$ cat src/rtl/rf_arb_pkg.sv
// Shared constants and types for the register-file write-port arbiter.
// Holds the default widths, the hard-wired zero register number and the conflict-counter ceiling.
package rf_arb_pkg;

    localparam int         DATA_W_DEF   = 32;
    localparam int         ADDR_W_DEF   = 5;
    localparam int         ZERO_REG     = 0;
    localparam logic [7:0] CONFLICT_MAX = 8'd255;

    typedef enum logic {
        REQ_ALU  = 1'b0,
        REQ_LOAD = 1'b1
    } req_id_e;

    function automatic logic [1:0] onehot_of(req_id_e id);
        return (id == REQ_LOAD) ? 2'b10 : 2'b01;
    endfunction

endpackage

$ cat src/rtl/rf_arb_pick.sv
// Two-way grant selection: valids, hold and last winner in, one-hot grant out.
// RF_WPORT_ARB_FIXED_PRIO_EN makes the load requester win every tie and drops the last_grant input.
module rf_arb_pick
    import rf_arb_pkg::*;
(
    input  logic       hold,
    input  logic [1:0] valid,
`ifndef RF_WPORT_ARB_FIXED_PRIO_EN
    input  req_id_e    last_grant,
`endif
    output logic [1:0] grant
);

    always_comb begin
        grant = 2'b00;
        if (!hold) begin
            case (valid)
                2'b01:   grant = onehot_of(REQ_ALU);
                2'b10:   grant = onehot_of(REQ_LOAD);
                2'b11: begin
`ifdef RF_WPORT_ARB_FIXED_PRIO_EN
                    grant = onehot_of(REQ_LOAD);
`else
                    // round-robin: whoever did not win last time goes now
                    grant = (last_grant == REQ_ALU) ? onehot_of(REQ_LOAD)
                                                    : onehot_of(REQ_ALU);
`endif
                end
                default: grant = 2'b00;
            endcase
        end
    end

endmodule

$ cat src/rtl/rf_wport_arb.sv
// Arbitrates the ALU and load writeback requesters onto one register-file write port.
// Define RF_WPORT_ARB_FIXED_PRIO_EN for fixed load-wins priority instead of round-robin.
module rf_wport_arb
    import rf_arb_pkg::*;
#(
    parameter int DATA_W = DATA_W_DEF,
    parameter int ADDR_W = ADDR_W_DEF
) (
    input  logic              Clk,
    input  logic              Clrn,
    input  logic              hold,
    input  logic              req0_valid,
    input  logic [ADDR_W-1:0] req0_addr,
    input  logic [DATA_W-1:0] req0_data,
    output logic              req0_ready,
    input  logic              req1_valid,
    input  logic [ADDR_W-1:0] req1_addr,
    input  logic [DATA_W-1:0] req1_data,
    output logic              req1_ready,
    output logic              wr_en,
    output logic [ADDR_W-1:0] wr_addr,
    output logic [DATA_W-1:0] wr_data,
    output logic [7:0]        conflict_cnt
);

    logic [1:0]        valid;
    logic [1:0]        grant;
    logic [1:0]        ready;
    logic [1:0]        xfer;
    logic              any_xfer;
    logic              refused;
    logic [ADDR_W-1:0] sel_addr;
    logic [DATA_W-1:0] sel_data;

    assign valid = {req1_valid, req0_valid};

`ifdef RF_WPORT_ARB_FIXED_PRIO_EN
    rf_arb_pick u_pick (
        .hold  (hold),
        .valid (valid),
        .grant (grant)
    );
`else
    // last_grant | meaning
    // REQ_ALU    | requester 0 won the most recent transfer
    // REQ_LOAD   | requester 1 won it (also the reset value, so 0 wins the first tie)
    req_id_e last_grant;

    rf_arb_pick u_pick (
        .hold       (hold),
        .valid      (valid),
        .last_grant (last_grant),
        .grant      (grant)
    );

    always_ff @(posedge Clk or negedge Clrn) begin
        if (!Clrn) begin
            last_grant <= REQ_LOAD;
        end else if (xfer[1]) begin
            last_grant <= REQ_LOAD;
        end else if (xfer[0]) begin
            last_grant <= REQ_ALU;
        end
    end
`endif

    // gating with Clrn keeps both readies low for the whole reset window
    assign ready      = grant & {2{Clrn}};
    assign req0_ready = ready[0];
    assign req1_ready = ready[1];

    assign xfer     = valid & ready;
    assign any_xfer = |xfer;
    assign refused  = |(valid & ~ready);
    assign sel_addr = xfer[1] ? req1_addr : req0_addr;
    assign sel_data = xfer[1] ? req1_data : req0_data;

    // register 0 is hard-wired: the transfer completes but never strobes the file
    always_ff @(posedge Clk or negedge Clrn) begin
        if (!Clrn) begin
            wr_en   <= 1'b0;
            wr_addr <= '0;
            wr_data <= '0;
        end else begin
            wr_en <= any_xfer && (sel_addr != ADDR_W'(ZERO_REG));
            if (any_xfer) begin
                wr_addr <= sel_addr;
                wr_data <= sel_data;
            end
        end
    end

    always_ff @(posedge Clk or negedge Clrn) begin
        if (!Clrn) begin
            conflict_cnt <= 8'd0;
        end else if (refused && (conflict_cnt != CONFLICT_MAX)) begin
            conflict_cnt <= conflict_cnt + 8'd1;
        end
    end

endmodule

$ cat config.mk
export PLATFORM = sky130hd
export DESIGN_NAME = rf_wport_arb
export DESIGN_NICKNAME = d
export VERILOG_FILES = /design/src/rtl/rf_arb_pkg.sv /design/src/rtl/rf_arb_pick.sv /design/src/rtl/rf_wport_arb.sv
export SDC_FILE = /design/constraint.sdc
export NUM_CORES = 1
export LEC_CHECK = 0
export BUFFER_PORTS_ARGS = -buffer_cell sky130_fd_sc_hd__buf_4
export CAP_MARGIN = 5
export CORE_AREA = 2 2 101 54
export DETAILED_ROUTE_END_ITERATION = 12
export DIE_AREA = 0 0 103 56
export PLACE_DENSITY = 0.84
export SYNTH_ARGS = -nofsm -noshare
export SYNTH_HDL_FRONTEND = slang
export SYNTH_SLANG_ARGS = --single-unit
$ cat constraint.sdc
create_clock -name Clk -period 2.44 [get_ports Clk]
set_clock_uncertainty 0.15 [all_clocks]
set_input_delay 0.488 -clock Clk [delete_from_list [all_inputs] [get_ports Clk]]
set_output_delay 0.488 -clock Clk [all_outputs]
set_load 0.03 [all_outputs]
==> flow_metrics.py <==
metrics = {
    "outcome": {
        "outcome": "finished, final reports clean",
    },
    "power_and_ir_drop": {
        "switching_share_pct": 38.9,
        "p_leak_uw": 0.00160,
        "seq_power_share_pct": 37.7,
        "p_int_uw": 1900,
        "ir_worst_vdd_mv": 0.642,
        "power_frac_clock_pct": 19.1,
        "power_density_mw_per_mm2": 916,
        "comb_power_share_pct": 43.2,
        "p_sw_uw": 1210,
        "p_total_uw": 3110,
    },
    "grt": {
        "grt_util_all_layers_pct": 22.3,
        "grt_max_degree": 56,
        "grt_pass1_vias": 2121,
        "antenna_found_initial": 0,
        "grt-ovfl-total": 0,
        "grt_pass1_wl_mm": 10.0,
    },
    "setup_path": {
        "ff2ff_setup_slack_ns": 0.62,
        "crit_chain": "dlygate4sd3_1 > buf_4 > nor2b_4 > and3_4 > buf_4",
        "rr_startpoint": "last_grant",
        "reg2reg_depth": 5,
        "cp_num_buf_inv": 3,
        "crit_family": "buffers and inverters",
        "cp_common_cell": "buf_4",
        "cp_max_fo": 5,
        "crit_end": "req0_ready",
        "critical_path_required_ns": 1.80,
        "crit_start": "Clrn",
        "path_class": "in -> out",
        "rr_endpoint": "wr_data[24]",
        "start_kind": "primary input",
        "end_kind": "output port",
        "slowest_stage": "dlygate4sd3_1",
        "cp.depth": 5,
        "max_stage_delay_ns": 0.54,
        "cp_data_arrival_time_ns": 1.76,
    },
    "logic_synthesis": {
        "ys_warn_count": 0,
        "ys_seq_area_share_pct": 52.2,
        "synth_top_cell_area_share_pct": 51.1,
        "yosys.area.top_type": "dfrtp_1",
        "synth_cells": 214,
        "synth.distinct_cells": 25,
        "synthesis.area_sq_mm": 0.00225,
        "synth_area_leaders": "dfrtp_1 51%, mux2i_1 16%, a21oi_1 9.6%",
        "ys_ff_latch": 47,
        "syn_nets": 294,
        "postSynthAreaPerCell_sq_um": 10.5,
    },
    "sta": {
        "max_clock_freq_mhz": 417,
        "final-hold-violation-count": 0,
        "setup_viol": 0,
        "rsz0062_at_grt": "false",
        "tightest_slew_ns": 0.509,
        "finalCritPeriodShare_pct": 98.2,
        "slew_viol_final": 0,
        "min_period_ns": 2.40,
        "setup_tns_ns": 0,
        "slew_headroom_pct": 66.0,
        "hold_ws_ns": 0.210,
    },
    "cells_and_area": {
        "nNetsFinal": 423,
        "fillers": 387,
        "final_cells": 414,
        "drive_gt1_share_pct": 43.6,
        "num_antenna_cells": 0,
        "syn2layout_area_growth_pct": 50.6,
        "final_cell_area_sq_mm": 0.00339,
    },
    "floorplanning": {
        "dieArea_sq_mm": 0.00577,
        "die_y_um": 56,
        "boundaryPins": 127,
        "dieWidth_um": 103,
        "core_area_sq_mm": 0.00482,
        "start_util_pct": 46.8,
        "core.rowCount": 18,
    },
    "cts": {
        "insertion_delay_ns": 0.30,
        "cts.sinks": 47,
        "cts_buffers": 5,
        "htree_levels": 2,
        "cts-root-buf": "clkbuf_8",
        "clk_path_buf_depth": 2,
        "cts_setup_buffers": 0,
        "cts_tree": "done",
        "clk_pin_slew_ns": 0.09,
    },
    "drt": {
        "avgRoutedWirePerCell_um": 15.1,
        "drc": 0,
        "totalWireLength_mm": 6.26,
        "drt_iter0_drc": 96,
        "met1_length_mm": 2.43,
        "wl_met2_mm": 3.50,
        "avgViaCountPerCell": 5.08,
        "routed.top_layer": "met4",
        "dr_wl_met3_um": 266,
        "drtPass1Iterations": 4,
        "drtAntennaViolNets": 0,
        "vias": 2103,
    },
    "place": {
        "place_inst": 404,
        "placed_cell_area_sq_mm": 0.00325,
        "place_congestion": 0.749,
        "numPortBuffers": 126,
        "hpwl_mm": 4.80,
    },
    "job": {
        "maxCapViolCount": 0,
    },
    "min_path": {
        "worstHoldPathType": "in -> reg",
    },
}
-- routing by layer --
metal | track usage, % | vias up
met5 | 0 | -
met4 | 6.02 | 0
met3 | 5.65 | 8
met2 | 41.3 | 49
met1 | 25.3 | 1040
li1 | - | 1006
-- repair_timing --
| item | CTS | global route |
|---|---|---|
| endpoints found under the setup margin | 0 | 1 |
| gates resized for setup | 0 | 1 |
| hold buffers | 2 | 0 |
| endpoints found under the hold margin | 3 | 0 |
-- cells in the mapped netlist --
library cell  instances
a21oi_1              43
a31oi_1               1
a41oi_1               1
and2_1                1
and3_1                6
buf_12                2
buf_2                 1
buf_4                 3
clkbuf_1              7
dfrtp_1              46
dfstp_2               1
ha_1                  1
inv_1                 1
maj3_2                1
mux2_2                4
mux2i_1              37
nand2_1               3
nand2b_1              4
nand3_1               4
nand4_1               3
nor2_1               38
nor2b_4               1
o21ai_0               2
or4_1                 2
xnor2_1               1
-- logic make-up after synthesis --
family | after synthesis | synth area share, %
AND/OR/NAND/NOR | 62 | 12.9
adder cells (fa/ha/maj) | 2 | 1.05
XOR/XNOR | 1 | 0.389
AO/OA/AOI/OAI | 47 | 10.7
multiplexers | 41 | 18.4
buffers and inverters | 14 | 4.33
flip-flops | 47 | 52.2
-- how the worst min path moves through the flow --
stage	slack (ns)	cells after the start	endpoint	from
3_5_place_dp	0.15	1	conflict_cnt[2]	Clrn
2_1_floorplan	0.04	0	conflict_cnt[0]	Clrn
3_3_place_gp	0.14	1	conflict_cnt[2]	Clrn
4_1_cts	0.19	2	last_grant	req0_valid
5_1_grt	0.20	2	last_grant	req0_valid
6_report	0.21	2	last_grant	req0_valid
-- power by group through the flow --
stage | Clock (uW) | Combinational [uW] | Sequential, uW
2_1_floorplan | 0 | 357 | 1590
3_3_place_gp | 0 | 1310 | 1170
3_5_place_dp | 0 | 1340 | 1190
4_1_cts | 609 | 1350 | 1170
5_1_grt | 644 | 1420 | 1210
6_report | 595 | 1340 | 1170
-- cell type report --
type / instances / area, sq um / area share (%)
clock inverter: 2 / 35.0 / 1.03
inverter: 1 / 3.75 / 0.111
sequential: 47 / 1180 / 34.7
multi-input combinational: 153 / 988 / 29.1
timing repair buffer: 135 / 1020 / 30.0
clock buffer: 6 / 82.6 / 2.43
tap: 70 / 87.6 / 2.58
-- worst reg2reg max path, stage by stage (launching register included) --
cell and delay, ns:
dfstp_2 0.56, nand2b_1 0.10, and3_4 0.21, buf_4 0.29, mux2i_1 0.26, a21oi_1 0.10
-- cells in the final DEF, fill, tap and decap left out --
cell           synthesis  final
mux2_2                 4      4
nand3_2                0      1
nor2b_4                1      1
nor2_1                38     38
a21oi_1               43     43
buf_4                  3    133
clkbuf_8               0      6
o21ai_0                2      2
clkinv_2               0      1
dlygate4sd3_1          0      2
maj3_2                 1      1
or4_1                  2      2
inv_1                  1      1
nand2b_1               4      4
a31oi_1                1      1
and3_4                 0      1
xnor2_1                1      1
and3_1                 6      5
dfrtp_1               46     46
a41oi_1                1      1
ha_1                   1      1
nand2_1                3      3
dfstp_2                1      1
mux2i_1               37     37
nand4_1                3      3
nand3_1                4      3
and2_1                 1      1
bufinv_16              0      1
-- flip-flops by register name (all words and copies together), names as in the netlist --
register      count
conflict_cnt      8
last_grant        1
wr_data          32
wr_en             1
wr_addr           5
-- through the flow --
step                setup WS, ns  utilization [%]
finish                    0.0445             70.4
detailed placement         0.420             67.5
floorplan                  0.414                -
CTS                       0.0152             70.3
global placement           0.524             67.5
global route             0.00394             70.4
Note: power is estimated with default switching activity, not from simulation.
